$ cat src/rtl/memory_access_stage.sv
// rtl/memory_access_stage.sv - memory access pipeline stage: req/ack data-memory bus, load align/extend, writeback register
// Optional feature: define MEM_TIMEOUT_EN to abort bus transactions that see no ack within TIMEOUT_CYCLES BUSY cycles.
module memory_access_stage #(
  parameter int unsigned TIMEOUT_CYCLES = 16
) (
  input  logic        clk,
  input  logic        reset,
  input  logic [31:0] ans_ex,
  input  logic [31:0] B_Bypass,
  input  logic        dm_en_in,
  input  logic        dm_rw_in,
  input  logic        seldmresult_in,
  input  logic [4:0]  rw_in,
  input  logic [1:0]  enloadsize,
  input  logic        loadsign,
  output logic        stall,
  output logic        dmem_req,
  output logic        dmem_we,
  output logic [31:0] dmem_addr,
  output logic [31:0] dmem_wdata,
  output logic [3:0]  dmem_wstrb,
  input  logic        dmem_ack,
  input  logic [31:0] dmem_rdata,
  output logic [31:0] wb_data,
  output logic [4:0]  wb_rw,
  output logic        wb_valid,
  output logic        misalign,
  output logic        mem_fault
);

  typedef enum logic {IDLE, BUSY} state_t;

  // Elaboration-time guard on the timeout range (8-bit counter, at least two BUSY cycles).
  if (TIMEOUT_CYCLES < 2 || TIMEOUT_CYCLES > 255) begin : g_bad_timeout
    $error("TIMEOUT_CYCLES out of range 2..255");
  end

  state_t      state_q, state_d;
  logic        req_q, req_d;
  logic        we_q, we_d;
  logic [31:0] addr_q, addr_d;
  logic [31:0] wdata_q, wdata_d;
  logic [3:0]  wstrb_q, wstrb_d;
  logic [31:0] wb_data_q, wb_data_d;
  logic [4:0]  wb_rw_q, wb_rw_d;
  logic        wb_valid_q, wb_valid_d;
  logic        misalign_q, misalign_d;

  // Latched copy of the accepted request; the live inputs are never used while BUSY.
  logic [1:0]  off_q, off_d;
  logic [1:0]  size_q, size_d;
  logic        sign_q, sign_d;
  logic        sel_q, sel_d;
  logic        lrw_q, lrw_d;
  logic [4:0]  rd_q, rd_d;
  logic [31:0] ans_q, ans_d;

  logic        is_word, is_half, aligned, accept, timeout_w;
  logic [3:0]  st_wstrb;
  logic [31:0] st_wdata;
  logic [31:0] shifted;
  logic [31:0] load_data;

  assign is_word = enloadsize[1];
  assign is_half = !enloadsize[1] && enloadsize[0];
  assign aligned = is_word ? (ans_ex[1:0] == 2'b00) :
                   is_half ? !ans_ex[0] : 1'b1;
  assign accept  = (state_q == IDLE) && dm_en_in && aligned;
  assign stall   = accept || ((state_q == BUSY) && !dmem_ack && !timeout_w);

`ifdef MEM_TIMEOUT_EN
  localparam logic [7:0] TO_LAST = 8'(TIMEOUT_CYCLES - 1);
  logic [7:0] cnt_q, cnt_d;
  logic       fault_q, fault_d;

  // The Nth ack-less BUSY cycle (counter holds N-1) aborts; an ack in that cycle wins.
  assign timeout_w = (state_q == BUSY) && !dmem_ack && (cnt_q == TO_LAST);
  assign mem_fault = fault_q;

  // Counter clears when a request is accepted and advances on every ack-less BUSY cycle.
  always_comb begin
    cnt_d   = cnt_q;
    fault_d = 1'b0;
    if (accept) begin
      cnt_d = 8'd0;
    end else if (state_q == BUSY && !dmem_ack) begin
      if (timeout_w) fault_d = 1'b1;
      else           cnt_d = cnt_q + 8'd1;
    end
  end

  // Timeout counter and fault pulse registers.
  always_ff @(posedge clk or negedge reset) begin
    if (!reset) begin
      cnt_q   <= 8'd0;
      fault_q <= 1'b0;
    end else begin
      cnt_q   <= cnt_d;
      fault_q <= fault_d;
    end
  end
`else
  assign timeout_w = 1'b0;
  assign mem_fault = 1'b0;
`endif

  // Store strobes and lane-replicated data for the live request; loads drive no strobes.
  always_comb begin
    st_wstrb = 4'b0000;
    st_wdata = B_Bypass;
    if (is_word) begin
      st_wstrb = 4'b1111;
      st_wdata = B_Bypass;
    end else if (is_half) begin
      st_wstrb = 4'b0011 << ans_ex[1:0];
      st_wdata = {2{B_Bypass[15:0]}};
    end else begin
      st_wstrb = 4'b0001 << ans_ex[1:0];
      st_wdata = {4{B_Bypass[7:0]}};
    end
    if (!dm_rw_in) st_wstrb = 4'b0000;
  end

  assign shifted = dmem_rdata >> {off_q, 3'b000};

  // Load extraction: lane shift, size mask, then sign or zero extension from latched controls.
  always_comb begin
    load_data = shifted;
    if (size_q[1]) begin
      load_data = shifted;
    end else if (size_q[0]) begin
      load_data = {{16{shifted[15] & sign_q}}, shifted[15:0]};
    end else begin
      load_data = {{24{shifted[7] & sign_q}}, shifted[7:0]};
    end
  end

  // Next-state and registered-output logic for the IDLE/BUSY controller.
  always_comb begin
    state_d    = state_q;
    req_d      = req_q;
    we_d       = we_q;
    addr_d     = addr_q;
    wdata_d    = wdata_q;
    wstrb_d    = wstrb_q;
    wb_data_d  = wb_data_q;
    wb_rw_d    = wb_rw_q;
    wb_valid_d = 1'b0;
    misalign_d = 1'b0;
    off_d      = off_q;
    size_d     = size_q;
    sign_d     = sign_q;
    sel_d      = sel_q;
    lrw_d      = lrw_q;
    rd_d       = rd_q;
    ans_d      = ans_q;
    case (state_q)
      IDLE: begin
        if (!dm_en_in) begin
          wb_data_d  = ans_ex;
          wb_rw_d    = rw_in;
          wb_valid_d = 1'b1;
        end else if (!aligned) begin
          misalign_d = 1'b1;
        end else begin
          state_d = BUSY;
          req_d   = 1'b1;
          we_d    = dm_rw_in;
          addr_d  = {ans_ex[31:2], 2'b00};
          wdata_d = st_wdata;
          wstrb_d = st_wstrb;
          off_d   = ans_ex[1:0];
          size_d  = enloadsize;
          sign_d  = loadsign;
          sel_d   = seldmresult_in;
          lrw_d   = dm_rw_in;
          rd_d    = rw_in;
          ans_d   = ans_ex;
        end
      end
      BUSY: begin
        if (dmem_ack) begin
          state_d = IDLE;
          req_d   = 1'b0;
          we_d    = 1'b0;
          if (!lrw_q) begin
            wb_data_d  = sel_q ? load_data : ans_q;
            wb_rw_d    = rd_q;
            wb_valid_d = 1'b1;
          end
        end else if (timeout_w) begin
          state_d = IDLE;
          req_d   = 1'b0;
          we_d    = 1'b0;
        end
      end
      default: state_d = IDLE;
    endcase
  end

  // State, bus, writeback and latched-request registers.
  always_ff @(posedge clk or negedge reset) begin
    if (!reset) begin
      state_q    <= IDLE;
      req_q      <= 1'b0;
      we_q       <= 1'b0;
      addr_q     <= 32'd0;
      wdata_q    <= 32'd0;
      wstrb_q    <= 4'd0;
      wb_data_q  <= 32'd0;
      wb_rw_q    <= 5'd0;
      wb_valid_q <= 1'b0;
      misalign_q <= 1'b0;
      off_q      <= 2'd0;
      size_q     <= 2'd0;
      sign_q     <= 1'b0;
      sel_q      <= 1'b0;
      lrw_q      <= 1'b0;
      rd_q       <= 5'd0;
      ans_q      <= 32'd0;
    end else begin
      state_q    <= state_d;
      req_q      <= req_d;
      we_q       <= we_d;
      addr_q     <= addr_d;
      wdata_q    <= wdata_d;
      wstrb_q    <= wstrb_d;
      wb_data_q  <= wb_data_d;
      wb_rw_q    <= wb_rw_d;
      wb_valid_q <= wb_valid_d;
      misalign_q <= misalign_d;
      off_q      <= off_d;
      size_q     <= size_d;
      sign_q     <= sign_d;
      sel_q      <= sel_d;
      lrw_q      <= lrw_d;
      rd_q       <= rd_d;
      ans_q      <= ans_d;
    end
  end

  assign dmem_req   = req_q;
  assign dmem_we    = we_q;
  assign dmem_addr  = addr_q;
  assign dmem_wdata = wdata_q;
  assign dmem_wstrb = wstrb_q;
  assign wb_data    = wb_data_q;
  assign wb_rw      = wb_rw_q;
  assign wb_valid   = wb_valid_q;
  assign misalign   = misalign_q;

endmodule

$ cat config.mk
export PLATFORM = sky130hd
export DESIGN_NAME = memory_access_stage
export DESIGN_NICKNAME = d
export VERILOG_FILES = /design/src/rtl/memory_access_stage.sv
export SDC_FILE = /design/constraint.sdc
export NUM_CORES = 1
export LEC_CHECK = 0
export BUFFER_PORTS_ARGS = -buffer_cell sky130_fd_sc_hd__buf_2
export CAP_MARGIN = 20
export CORE_MARGIN = 3
export CORE_UTILIZATION = 30
export CTS_CLUSTER_DIAMETER = 50
export DETAILED_ROUTE_END_ITERATION = 12
export GPL_ROUTABILITY_DRIVEN = 0
export SETUP_SLACK_MARGIN = 0.02
export SLEW_MARGIN = 0
export SYNTH_ARGS = -nofsm -noshare
export SYNTH_HDL_FRONTEND = slang
export SYNTH_SLANG_ARGS = --single-unit
$ cat constraint.sdc
create_clock -name clk -period 1.95 [get_ports clk]
set_clock_uncertainty 0.05 [all_clocks]
set_input_delay 0.195 -clock clk [delete_from_list [all_inputs] [get_ports clk]]
set_output_delay 0.195 -clock clk [all_outputs]
set_load 0.03 [all_outputs]
==> flow_summary.toml <==
[setup_path]
crit_path_end_kind = "register"
start_kind = "register"
r2r-start = "off_q[0]"
cp.required_ns = 2.18
cpPeakStageDelay_ns = 0.52
r2r_cells = 6
r2r-end = "wb_data[10]"
critPathKind = "register to register"
slowest_stage = "mux4_2"
crit_chain = "buf_6, mux4_2, buf_4, nand2_1, a311o_1, o22ai_1"
worstPathMaxFanout = 4
rrSetupSlack_ns = 0.09
cp.arrival_ns = 2.09

[die]
rows = 53
dieArea_um2 = 23300
core_area_um2 = 21100
die_w_um = 153
num_io_pins = 221
start_util_pct = 30.6
dieHeight_um = 153

[synth]
synth_compound_area_share_pct = 17.8
synth-main-ff-cell = "dfrtp_1"
netlist_area_um2 = 6460
synth_xor_area_share_pct = 0.271
synthAdderAreaFrac_pct = 0
synth_mux_area_share_pct = 16.8
synth_top_family_by_area = "compound AO/OA/AOI/OAI gates"
synthCells = 592
synth_edf_count = 0
synth-seq-cells = 120
synth_warnings = 0
async_flop_share_pct = 100
yosysSeqAreaShare_pct = 46.5
synthDistinctLibCells = 53
syn_area_per_cell_um2 = 10.9
synthSimpleGateAreaFrac_pct = 10.3

[route]
vias_per_cell = 4.98
drcViolationCount = 0
drt-initial-drc-count = 265
vias = 5583
ant_nets = 0
wl_um = 21100
wl_per_cell_um = 18.8
dr.pass1.iters = 5

[sta]
worst_pin_slew_ns = 0.709
slew_viol_final = 0
setup-violations-final = 0
hold_viol_final = 0
max_freq_mhz = 537
layout_setup_ws_ns = 0.0882
rsz0062_at_grt = "false"
finalSetupTns_ns = 0
finalCritPeriodShare_pct = 95.5
holdWs_ns = 0.0199
slew_headroom_pct = 52.7
min_period_ns = 1.86

[placement]
place_ws_ns = -0.0571
hpwl_um = 15100
dpl_cell_area_um2 = 7730
port_buffers = 217
dp_cells = 1044

[cells_and_area]
multiInputGateArea_um2 = 2990
nets = 944
fin_area_um2 = 8860
stdcell_count = 1122
seq_area_um2 = 3000
layout-drive-gt1-share_pct = 43.1
syn_to_final_growth_pct = 37.1
fillers = 2087

[power]
power_leakage_uw = 0.00408
power-per-cell-area_nw_per_um2 = 1260
irDropWorstVdd_uv = 621

[worst_hold_path]
min_from = "ans_ex[18]"
holdPathStages = 2
hold_class = "input pin to register"
hold_path_end = "ans_q[18]"

[cts]
clk_pin_slew_ns = 0.06
root_buffer = "clkbuf_16"
cts_max_level = 4
cts.sinks = 120
tritoncts = "yes"
cts_made_buffers = 17
clk_path_buf_depth = 2
clk_latency_ns = 0.41

[outcome]
outcome = "completed"

[global_route]
grt_pass1_vias = 5734
antenna_found_initial = 2
grt_max_degree = 121
overflow = 0
gr-usage-all-layers_pct = 17.7
grt_pass1_wl_um = 32700

[job]
max_cap_viol_count = 0
## final cells by class
cell class,instances,area share [%]
sequential,120,33.9
multi-input combinational,390,33.8
timing repair buffer,300,21.5
clock buffer,21,5.43
tap,275,3.89
clock inverter,10,1.07
inverter,5,0.410
antenna,1,0.0283
## cells by family (layout without fill, tap and decap cells)
kind of cell    count (synthesis)  in the layout
compound gates                154            154
xor+xnor                        2              2
buf+inv                        84            336
flops                         120            120
mux                            96             96
other cells                     1              4
simple gates                  135            135
## through the flow
stage	total power [uW]	utilization (%)
2_1_floorplan	6730	-
3_3_place_gp	7900	36.6
3_5_place_dp	7960	36.7
4_1_cts	11200	41.5
5_1_grt	11700	42.0
6_report	11100	42.0
## synthesized netlist by cell type (11+ instances only)
| master | n | area share, % |
|---|---|---|
| mux2_2 | 34 | 5.9 |
| o21ai_1 | 11 | 0.85 |
| dfrtp_1 | 120 | 46 |
| buf_2 | 18 | 1.4 |
| mux2_1 | 26 | 4.5 |
| mux2i_1 | 32 | 5.0 |
| o31ai_1 | 12 | 1.4 |
| o21ai_0 | 30 | 2.3 |
| a21oi_1 | 16 | 1.2 |
| o22ai_1 | 18 | 1.7 |
| nand2_1 | 55 | 3.2 |
| nor2_1 | 31 | 1.8 |
| a22oi_1 | 17 | 2.0 |
| a221oi_2 | 16 | 3.7 |
| clkbuf_1 | 18 | 1.0 |
| buf_4 | 34 | 4.0 |
| nor2b_1 | 22 | 2.1 |
## metal layers
metal	routed length [um]	track usage, %	up-vias
met5	27	0	-
met4	337	4.75	4
met2	10000	28.9	225
met1	8990	22.6	2713
li1	-	-	2616
met3	1700	6.08	25
## layout by cell type, fill, tap and decap left out, drive strengths merged, types with 5 or more instances in the layout
cell,Yosys,layout
dfrtp,120,120
a31oi,5,5
nor2b,22,22
buf,61,263
mux2i,32,32
nor2,33,33
mux2,60,60
dlygate4sd3,0,36
a221oi,16,16
a22oi,17,17
nand2,55,55
o21ai,41,41
o22ai,18,18
clkinvlp,0,6
clkbuf,18,22
a211oi,7,7
or3,7,7
o31ai,12,12
a21oi,16,16
nor3b,5,5
## worst max path at each step
stage / from / endpoint / cells past startpoint
floorplan: state_q / stall / 5
global placement: ans_q[1] / wb_data[26] / 4
detailed placement: ans_q[1] / wb_data[30] / 5
CTS: state_q / stall / 6
global route: off_q[0] / wb_data[10] / 6
finish: off_q[0] / wb_data[10] / 6
## worst max-delay path: cells and delay by family, from the launching register on
| family | cells | cell delay (ns) |
|---|---|---|
| flops | 1 | 0.41 |
| mux | 1 | 0.52 |
| simple gates | 1 | 0.07 |
| buf+inv | 2 | 0.31 |
| compound gates | 2 | 0.37 |
## timing repair
item	CTS	global route
resized for setup	14	6
pin swaps	1	1
hold buffers	36	0
cloned	0	1
endpoints found under the setup margin	14	20
setup buffers	2	7
hold endpoints to repair	155	0
## report_power, final
group / switching (uW) / total (uW) / internal [uW]
registers: 435 / 3610 / 3170
logic: 2830 / 4470 / 1640
clock network: 1180 / 3060 / 1880
total: 4440 / 11100 / 6700
## sequential cells by signal, indices dropped and copies added, names as in the netlist, 2 cells and up
register and flops:
dmem_wdata 32, wb_data 32, ans_q 31, rd_q 5
wb_rw 5, dmem_wstrb 4, size_q 2
(Power assumes the default switching activity.)
